File: config.mk
export PLATFORM = sky130hd
export DESIGN_NAME = bram_access_arbiter
export DESIGN_NICKNAME = d
export VERILOG_FILES = /design/src/rtl/bram_access_arbiter.sv
export SDC_FILE = /design/constraint.sdc
export NUM_CORES = 1
export LEC_CHECK = 0
export CAP_MARGIN = 10
export CORE_ASPECT_RATIO = 0.9
export CORE_UTILIZATION = 19
export CTS_CLUSTER_DIAMETER = 150
export DETAILED_ROUTE_END_ITERATION = 10
export PLACE_DENSITY_LB_ADDON = 0.05
export SLEW_MARGIN = 10
export SYNTH_ARGS = -nofsm -noshare
export SYNTH_HDL_FRONTEND = slang
export SYNTH_SLANG_ARGS = --single-unit
export TNS_END_PERCENT = 1
File: constraint.sdc
create_clock -name clk_i -period 1.4 [get_ports clk_i]
set_input_delay 0.21 -clock clk_i [delete_from_list [all_inputs] [get_ports clk_i]]
set_output_delay 0.21 -clock clk_i [all_outputs]
set_load 0.02 [all_outputs]
File: src/rtl/bram_access_arbiter.sv
// Round-robin arbiter sharing one narrow converter port between NUM_REQ requesters.
// Sequences the two-cycle read protocol, routes read data to its owner, and times out lost reads.
module bram_access_arbiter #(
    parameter int NUM_REQ    = 2,
    parameter int DATA_WIDTH = 32,
    parameter int ADDR_WIDTH = 7,
    parameter int TIMEOUT    = 4
) (
    input  logic                             clk_i,
    input  logic                             rst_i,
    input  logic [NUM_REQ-1:0]               req_i,
    input  logic [NUM_REQ-1:0]               we_i,
    input  logic [NUM_REQ*ADDR_WIDTH-1:0]    addr_i,
    input  logic [NUM_REQ*DATA_WIDTH-1:0]    wdata_i,
    output logic [NUM_REQ-1:0]               gnt_o,
    output logic [NUM_REQ-1:0]               rvalid_o,
    output logic [DATA_WIDTH-1:0]            rdata_o,
    output logic                             rerr_o,
    output logic                             conv_en_o,
    output logic                             conv_we_o,
    output logic [ADDR_WIDTH-1:0]            conv_addr_o,
    output logic [DATA_WIDTH-1:0]            conv_din_o,
    input  logic [DATA_WIDTH-1:0]            conv_dout_i,
    input  logic                             conv_valid_i,
    input  logic                             conv_ready_i
);

    localparam int IDX_W = (NUM_REQ > 1) ? $clog2(NUM_REQ) : 1;
    localparam int CNT_W = (TIMEOUT > 1) ? $clog2(TIMEOUT) : 1;

    typedef enum logic {
        IDLE    = 1'b0,
        RD_WAIT = 1'b1
    } state_e;

    state_e             state_q, state_d;
    logic [IDX_W-1:0]   last_q, last_d;
    logic [IDX_W-1:0]   owner_q, owner_d;
    logic [CNT_W-1:0]   tmo_cnt_q, tmo_cnt_d;

    logic               found;
    logic [IDX_W-1:0]   win;

    // Search upward from the slot after the last winner, wrapping around.
    always_comb begin
        found = 1'b0;
        win   = '0;
        for (int i = 1; i <= NUM_REQ; i++) begin
            if (!found && req_i[(int'(last_q) + i) % NUM_REQ]) begin
                found = 1'b1;
                win   = IDX_W'((int'(last_q) + i) % NUM_REQ);
            end
        end
    end

    always_comb begin
        state_d     = state_q;
        last_d      = last_q;
        owner_d     = owner_q;
        tmo_cnt_d   = tmo_cnt_q;
        gnt_o       = '0;
        rvalid_o    = '0;
        rdata_o     = '0;
        rerr_o      = 1'b0;
        conv_en_o   = 1'b0;
        conv_we_o   = 1'b0;
        conv_addr_o = '0;
        conv_din_o  = '0;

        case (state_q)
            IDLE: begin
                if (conv_ready_i && found) begin
                    gnt_o[win]  = 1'b1;
                    conv_en_o   = 1'b1;
                    conv_we_o   = we_i[win];
                    conv_addr_o = addr_i[int'(win)*ADDR_WIDTH +: ADDR_WIDTH];
                    conv_din_o  = we_i[win] ? wdata_i[int'(win)*DATA_WIDTH +: DATA_WIDTH] : '0;
                    last_d      = win;
                    if (!we_i[win]) begin
                        state_d   = RD_WAIT;
                        owner_d   = win;
                        tmo_cnt_d = '0;
                    end
                end
            end
            RD_WAIT: begin
                if (conv_valid_i) begin
                    rvalid_o[owner_q] = 1'b1;
                    rdata_o           = conv_dout_i;
                    state_d           = IDLE;
                end else if (tmo_cnt_q == CNT_W'(TIMEOUT - 1)) begin
                    rvalid_o[owner_q] = 1'b1;
                    rerr_o            = 1'b1;
                    state_d           = IDLE;
                end else begin
                    tmo_cnt_d = tmo_cnt_q + 1'b1;
                end
            end
            default: state_d = IDLE;
        endcase

        // Outputs stay quiet for the whole reset window, not just after the edge.
        if (rst_i) begin
            gnt_o       = '0;
            rvalid_o    = '0;
            rdata_o     = '0;
            rerr_o      = 1'b0;
            conv_en_o   = 1'b0;
            conv_we_o   = 1'b0;
            conv_addr_o = '0;
            conv_din_o  = '0;
        end
    end

    always_ff @(posedge clk_i or posedge rst_i) begin
        if (rst_i) begin
            state_q   <= IDLE;
            last_q    <= IDX_W'(NUM_REQ - 1);
            owner_q   <= '0;
            tmo_cnt_q <= '0;
        end else begin
            state_q   <= state_d;
            last_q    <= last_d;
            owner_q   <= owner_d;
            tmo_cnt_q <= tmo_cnt_d;
        end
    end

endmodule

### Word-level counts from Yosys, hierarchy flattened

Index checks and enable logic that the tools add are counted.

* register bits: 5
* input bits: 118
* output and inout bits: 78
* logic and storage cells: 86

* $add $sub $neg: 3
* multiply operators: 1
* order comparisons: 6
* equality and inequality tests: 5
* shifts and indexed selects: 2
* multiplexer cells: 53
* bitwise logic cells: 4
* reduce and logical (&&, ||, !) cells: 8

Operators by type and width (number)
* 32-bit 2-to-1 mux: 7
* 64-bit by 7-bit variable part select with 32-bit output: 1
* 1-bit 2-to-1 mux: 28
* 2-bit 2-to-1 mux: 11
* 7-bit 2-to-1 mux: 3
* 14-bit by 5-bit variable part select with 7-bit output: 1
* 2-bit inequality test, second input constant: 4
* 2-bit by 3-bit < comparator with 1-bit output, second input constant: 2
* 1-bit logical AND: 4
* 1-bit by 2-bit < comparator with 1-bit output, second input constant: 2
* 1-bit by 3-bit multiplier with 4-bit output, second input constant: 1
* 2-bit one-hot mux with 2 select lines: 1
* 4-bit AND reduction: 1
* 3-bit AND reduction: 1
* 1-bit adder, second input constant: 2
* 2-bit by 1-bit adder with 2-bit output, second input constant: 1
* 1-bit bitwise AND, first input constant: 2
* 1-bit demux with 1-bit select: 2
* 2-bit == test, second input constant: 1
* 1-bit >= comparator, second input constant: 2
* 1-bit NOT: 2
* 1-bit one-hot mux with 2 select lines: 1
* 2-bit AND reduction: 1
* 1-bit zero test: 1

### Depth between registers and ports, before layout

* depth after elaboration: 16
* mapped depth: 6
* mapped depth without buffers: 5

### Least setup slack after synthesis

No wires, ideal clock.

* path kind: register to output
* from: register last_q
* to: output conv_din_o[11]
* data arrival time: 1.497 ns
* data required time: 1.190 ns
* setup slack: -0.307 ns
* cell stages (with the launch flop): 6
* buffers on the path: 2
* path through: dfstp_2 -> a21bo_1 -> buf_6 -> clkbuf_1 -> nand2_1 -> a21oi_1

* longest elaborated chain between the ends: 14
* elaborated cells between the ends (all ways): 22
* classes of those cells: 2 x add/sub; 1 x shift; 16 x mux; 3 x reduce/logical

Ends and longest elaborated chain
* start, declared: RTL line 37 `logic [IDX_W-1:0] last_q, last_d;`
* start signal, assigned: RTL line 118 `last_q <= IDX_W'(NUM_REQ - 1);`
* start signal, assigned: RTL line 123 `last_q <= last_d;`
* parallel branches: the longest is 11 deep, another holds 1-bit adder
* 32-bit 2-to-1 mux (*): RTL line 72 `if (conv_ready_i && found) begin`
* 32-bit 2-to-1 mux (*): RTL line 70 `case (state_q)`
* 32-bit 2-to-1 mux (*): RTL line 103 `if (rst_i) begin`
* end, declared: RTL line 22 `output logic [DATA_WIDTH-1:0] conv_din_o,`

Mark *: on every way between the ends. The select of a mux whose other input is x is not followed.

### Worst setup path after layout

* from: register last_q
* to: output conv_din_o[12]

The elaborated chain is that of the path after synthesis.

==> impl_metrics.prom <==
# TYPE chip_impl_metric gauge
chip_impl_info{name="status",value="complete, but fails checks"} 1
chip_impl_info{name="violated_checks",value="setup timing"} 1
chip_impl_metric{name="setup_slack",unit="ps"} -479.5
chip_impl_metric{name="postRouteAntennaNets",unit=""} 0
chip_impl_metric{name="synthesis.area",unit="µm²"} 1130
chip_impl_info{name="cts.root.buffer_cell",value="clkbuf_8"} 1
chip_impl_metric{name="critical_path_arrival",unit="ps"} 1670
chip_impl_metric{name="initialDrtViolationCount",unit=""} 48
chip_impl_metric{name="htree_levels",unit=""} 1
chip_impl_metric{name="io_pins",unit=""} 196
chip_impl_info{name="critical_path_class",value="reg -> out"} 1
chip_impl_metric{name="final_hold_viol_count",unit=""} 0
chip_impl_metric{name="drt_pass1_iterations",unit=""} 5
chip_impl_metric{name="std_cell_rows",unit=""} 26
chip_impl_metric{name="dp_worst_setup_slack",unit="ps"} -1091
chip_impl_metric{name="fraction_of_the_cycle_the_final_worst_path_needs",unit="%"} 134.3
chip_impl_metric{name="finalWeightedCongestion",unit=""} 0.7503
chip_impl_metric{name="number_of_antenna_violations_at_the_first_check_in_global_routing",unit=""} 0
chip_impl_info{name="min-delay-path-class",value="in -> async"} 1
chip_impl_metric{name="final_max_slew_viol_count",unit=""} 0
chip_impl_metric{name="power.density",unit="nW/µm²"} 576.3
chip_impl_info{name="grt_most_used_layer",value="met2"} 1
chip_impl_metric{name="power.total",unit="W"} 0.002087
chip_impl_metric{name="worst_r2r_path_depth",unit=""} 5
chip_impl_metric{name="die-area",unit="µm²"} 6259
chip_impl_info{name="post-synth-top-area-cell",value="nand2_1"} 1
chip_impl_metric{name="achievable-frequency",unit="GHz"} 0.5321
chip_impl_metric{name="postSynthRegisterBits",unit=""} 5
chip_impl_metric{name="power.leakage",unit="nW"} 1.604
chip_impl_metric{name="worst-path-max-fanout",unit=""} 13
chip_impl_metric{name="groute.layer.met1.usage",unit="%"} 20.38
chip_impl_metric{name="timing.slew.headroom",unit="%"} 82.81
chip_impl_metric{name="max_buffers_root_to_sink",unit=""} 2
chip_impl_metric{name="syn_nets",unit=""} 309
chip_impl_metric{name="area_growth",unit="%"} 220.5
chip_impl_info{name="regToRegEndpoint",value="tmo_cnt_q[1]"} 1
chip_impl_metric{name="final_net_count",unit=""} 522
chip_impl_info{name="worstPathCellList",value="a21bo_1 > buf_4 > clkbuf_16 > nand2_1 > a21oi_4 > buf_6"} 1
chip_impl_metric{name="die_w",unit="µm"} 83.29
chip_impl_info{name="rsz0062_at_grt",value="yes"} 1
chip_impl_metric{name="grt_util_met3",unit="%"} 4.605
chip_impl_metric{name="clk_pin_slew",unit="ps"} 40
chip_impl_metric{name="use_met2",unit="%"} 44.44
chip_impl_metric{name="dp_hpwl",unit="µm"} 5463
chip_impl_metric{name="layout.filler_cells",unit=""} 535
chip_impl_metric{name="vias",unit=""} 2143
chip_impl_metric{name="period_needed",unit="ps"} 1880
chip_impl_info{name="setup.worst_path.start_class",value="flop"} 1
chip_impl_info{name="ys_top_cells_by_area",value="nand2_1 23%, and2_1 18%, a21oi_1 14%"} 1
chip_impl_metric{name="worst_slew_pin_slew",unit="ps"} 254.2
chip_impl_metric{name="critical_path.max_stage_delay",unit="ps"} 570
chip_impl_metric{name="vdd_ir_drop_max",unit="mV"} 0.2768
chip_impl_metric{name="final_util",unit="%"} 63.60
chip_impl_metric{name="worstSkewPairLatency",unit="ps"} 230
chip_impl_metric{name="track_usage",unit="%"} 20.67
chip_impl_metric{name="timing.max_cap.violations",unit=""} 0
chip_impl_metric{name="post-synth-top-area-fraction",unit="%"} 22.59
chip_impl_metric{name="cts_sinks",unit=""} 5
chip_impl_metric{name="dpl-instance-area",unit="µm²"} 3572
chip_impl_metric{name="routed_wirelength",unit="µm"} 6840
chip_impl_metric{name="ff2ff_setup_slack",unit="ps"} 110
chip_impl_metric{name="synth_warnings",unit=""} 0
chip_impl_metric{name="num_antenna_cells",unit=""} 0
chip_impl_info{name="crit_slowest_cell",value="dfstp_2"} 1
chip_impl_metric{name="overflow",unit=""} 0
chip_impl_metric{name="synth_area_per_cell",unit="µm²"} 5.946
chip_impl_metric{name="grt_max_degree",unit=""} 27
chip_impl_metric{name="floorplan.die.height",unit="µm"} 75.16
chip_impl_metric{name="detail_route.wl_per_cell",unit="µm"} 14.49
chip_impl_metric{name="critPathRequiredTime",unit="ps"} 1190
chip_impl_metric{name="coreArea",unit="µm²"} 5693
chip_impl_info{name="worstReg2RegStart",value="last_q"} 1
chip_impl_info{name="cts_tree",value="built"} 1
chip_impl_metric{name="initial_core_util",unit="%"} 19.85
chip_impl_metric{name="timing.clock.skew",unit="ps"} 1.764
chip_impl_metric{name="fin_area",unit="µm²"} 3621
chip_impl_metric{name="cts_buffers",unit=""} 3
chip_impl_metric{name="post_drt_via_cell_ratio",unit=""} 4.540
chip_impl_metric{name="synthesis.instances",unit=""} 190
chip_impl_metric{name="port-buffer-count",unit=""} 195
chip_impl_metric{name="seq_area_frac_synth",unit="%"} 11.18
chip_impl_metric{name="number_of_global_route_vias_before_repair",unit=""} 2139
chip_impl_info{name="endpoint_kind",value="output port"} 1
chip_impl_metric{name="count_of_unresolved_drc_violations_after_routing",unit=""} 0
chip_impl_metric{name="drive_gt1_share",unit="%"} 39.80
chip_impl_metric{name="setup-violations-final",unit=""} 77
chip_impl_metric{name="grt_first_pass_wirelength",unit="µm"} 10360
chip_impl_metric{name="yosysUniqueCellTypes",unit=""} 26
==> worst max-delay path, delay by kind of cell, from the launching register on <==
kind	cells	cell delay [ps]
and+or+nand+nor	1	90
AOI/OAI and AO/OA	2	330
DFF	1	570
buffers and inverters	3	450
==> worst max path at each step <==
| stage | cells after the start | to | slack (ps) | startpoint |
|---|---|---|---|---|
| floorplan | 5 | conv_din_o[1] | -190 | last_q |
| global placement | 6 | conv_addr_o[0] | -1090 | req_i[0] |
| detailed placement | 6 | conv_addr_o[5] | -1090 | req_i[0] |
| CTS | 7 | conv_din_o[1] | -600 | last_q |
| global route | 6 | conv_din_o[31] | -560 | last_q |
| finish | 6 | conv_din_o[12] | -480 | last_q |
==> layout make-up <==
type | count | area, µm² | area share, %
flip-flops and latches | 5 | 127.6 | 3.525
well taps | 70 | 87.58 | 2.419
repair buffers | 222 | 2105 | 58.12
clock buffers | 4 | 45.04 | 1.244
inverters | 4 | 15.01 | 0.4147
multi-input cells | 167 | 1241 | 34.28
==> per-stage QoR <==
| step | std cells | TNS (ps) | hold WS (ps) |
|---|---|---|---|
| detailed placement | 463 | -72450 | 522.7 |
| floorplan | 190 | -6912 | -1.222 |
| global placement | 463 | -71850 | 511.1 |
| CTS | 473 | -28250 | 278.4 |
| finish | 472 | -24480 | 309.7 |
| global route | 472 | -29430 | 332.6 |
==> cells in the final DEF (no fill, tap or decap), drive strengths merged, types with 2 or more instances in the layout <==
cell type	count
nand2b	2
buf	103
and2	34
o21ai	7
dlygate4sd2	4
dfrtp	4
clkdlybuf4s50	113
nor2	2
nand2	68
clkbuf	5
a22o	7
and3	2
inv	4
a21oi	32
mux2i	2
nor2b	2
==> kinds of logic after synthesis <==
kind of cell	share of synthesized area, %
and+or+nand+nor	50.28
AOI/OAI and AO/OA	26.91
DFF	11.19
adders and majority gates	1.107
buffers and inverters	8.747
muxes	1.772
==> cells in the mapped netlist <==
library cell / number
a21bo_1: 1
a21boi_4: 1
a21oi_1: 32
a22o_1: 7
and2_1: 33
and2_4: 1
and3_1: 2
and4b_1: 1
buf_2: 1
buf_6: 4
clkbuf_1: 9
dfrtp_1: 4
dfstp_2: 1
ha_1: 1
inv_1: 4
mux2i_1: 2
nand2_1: 68
nand2b_1: 2
nor2_1: 2
nor2b_1: 2
nor3_4: 1
nor3b_1: 1
nor4b_1: 1
nor4bb_1: 1
o21ai_0: 7
o21bai_4: 1
==> sequential cells by signal (all words and copies together) (netlist names) <==
name / count
tmo_cnt_q: 2
last_q: 1
owner_q: 1
state_q: 1
==> power breakdown <==
| part | switching [W] | internal (W) |
|---|---|---|
| Sequential | 0.0000527 | 0.000211 |
| Clock | 0.0000804 | 0.000196 |
| Combinational | 0.000721 | 0.000826 |
| Total | 0.000854 | 0.00123 |
==> metal layers <==
metal	part of all wire, %	vias to the layer above	wire length (µm)
met4	0.99	0	68
met3	8.2	7	563
li1	-	1051	-
met1	35	977	2389
met2	56	108	3819
met5	0	-	0
==> what timing repair did <==
action / CTS / global route
gates cloned: 1 / 1
setup buffers: 5 / 1
gates resized for setup: 396 / 38
pin swaps: 5 / 2
endpoints found under the setup margin: 80 / 80
hold buffers: 0 / 0
(Power assumes the default switching activity.)
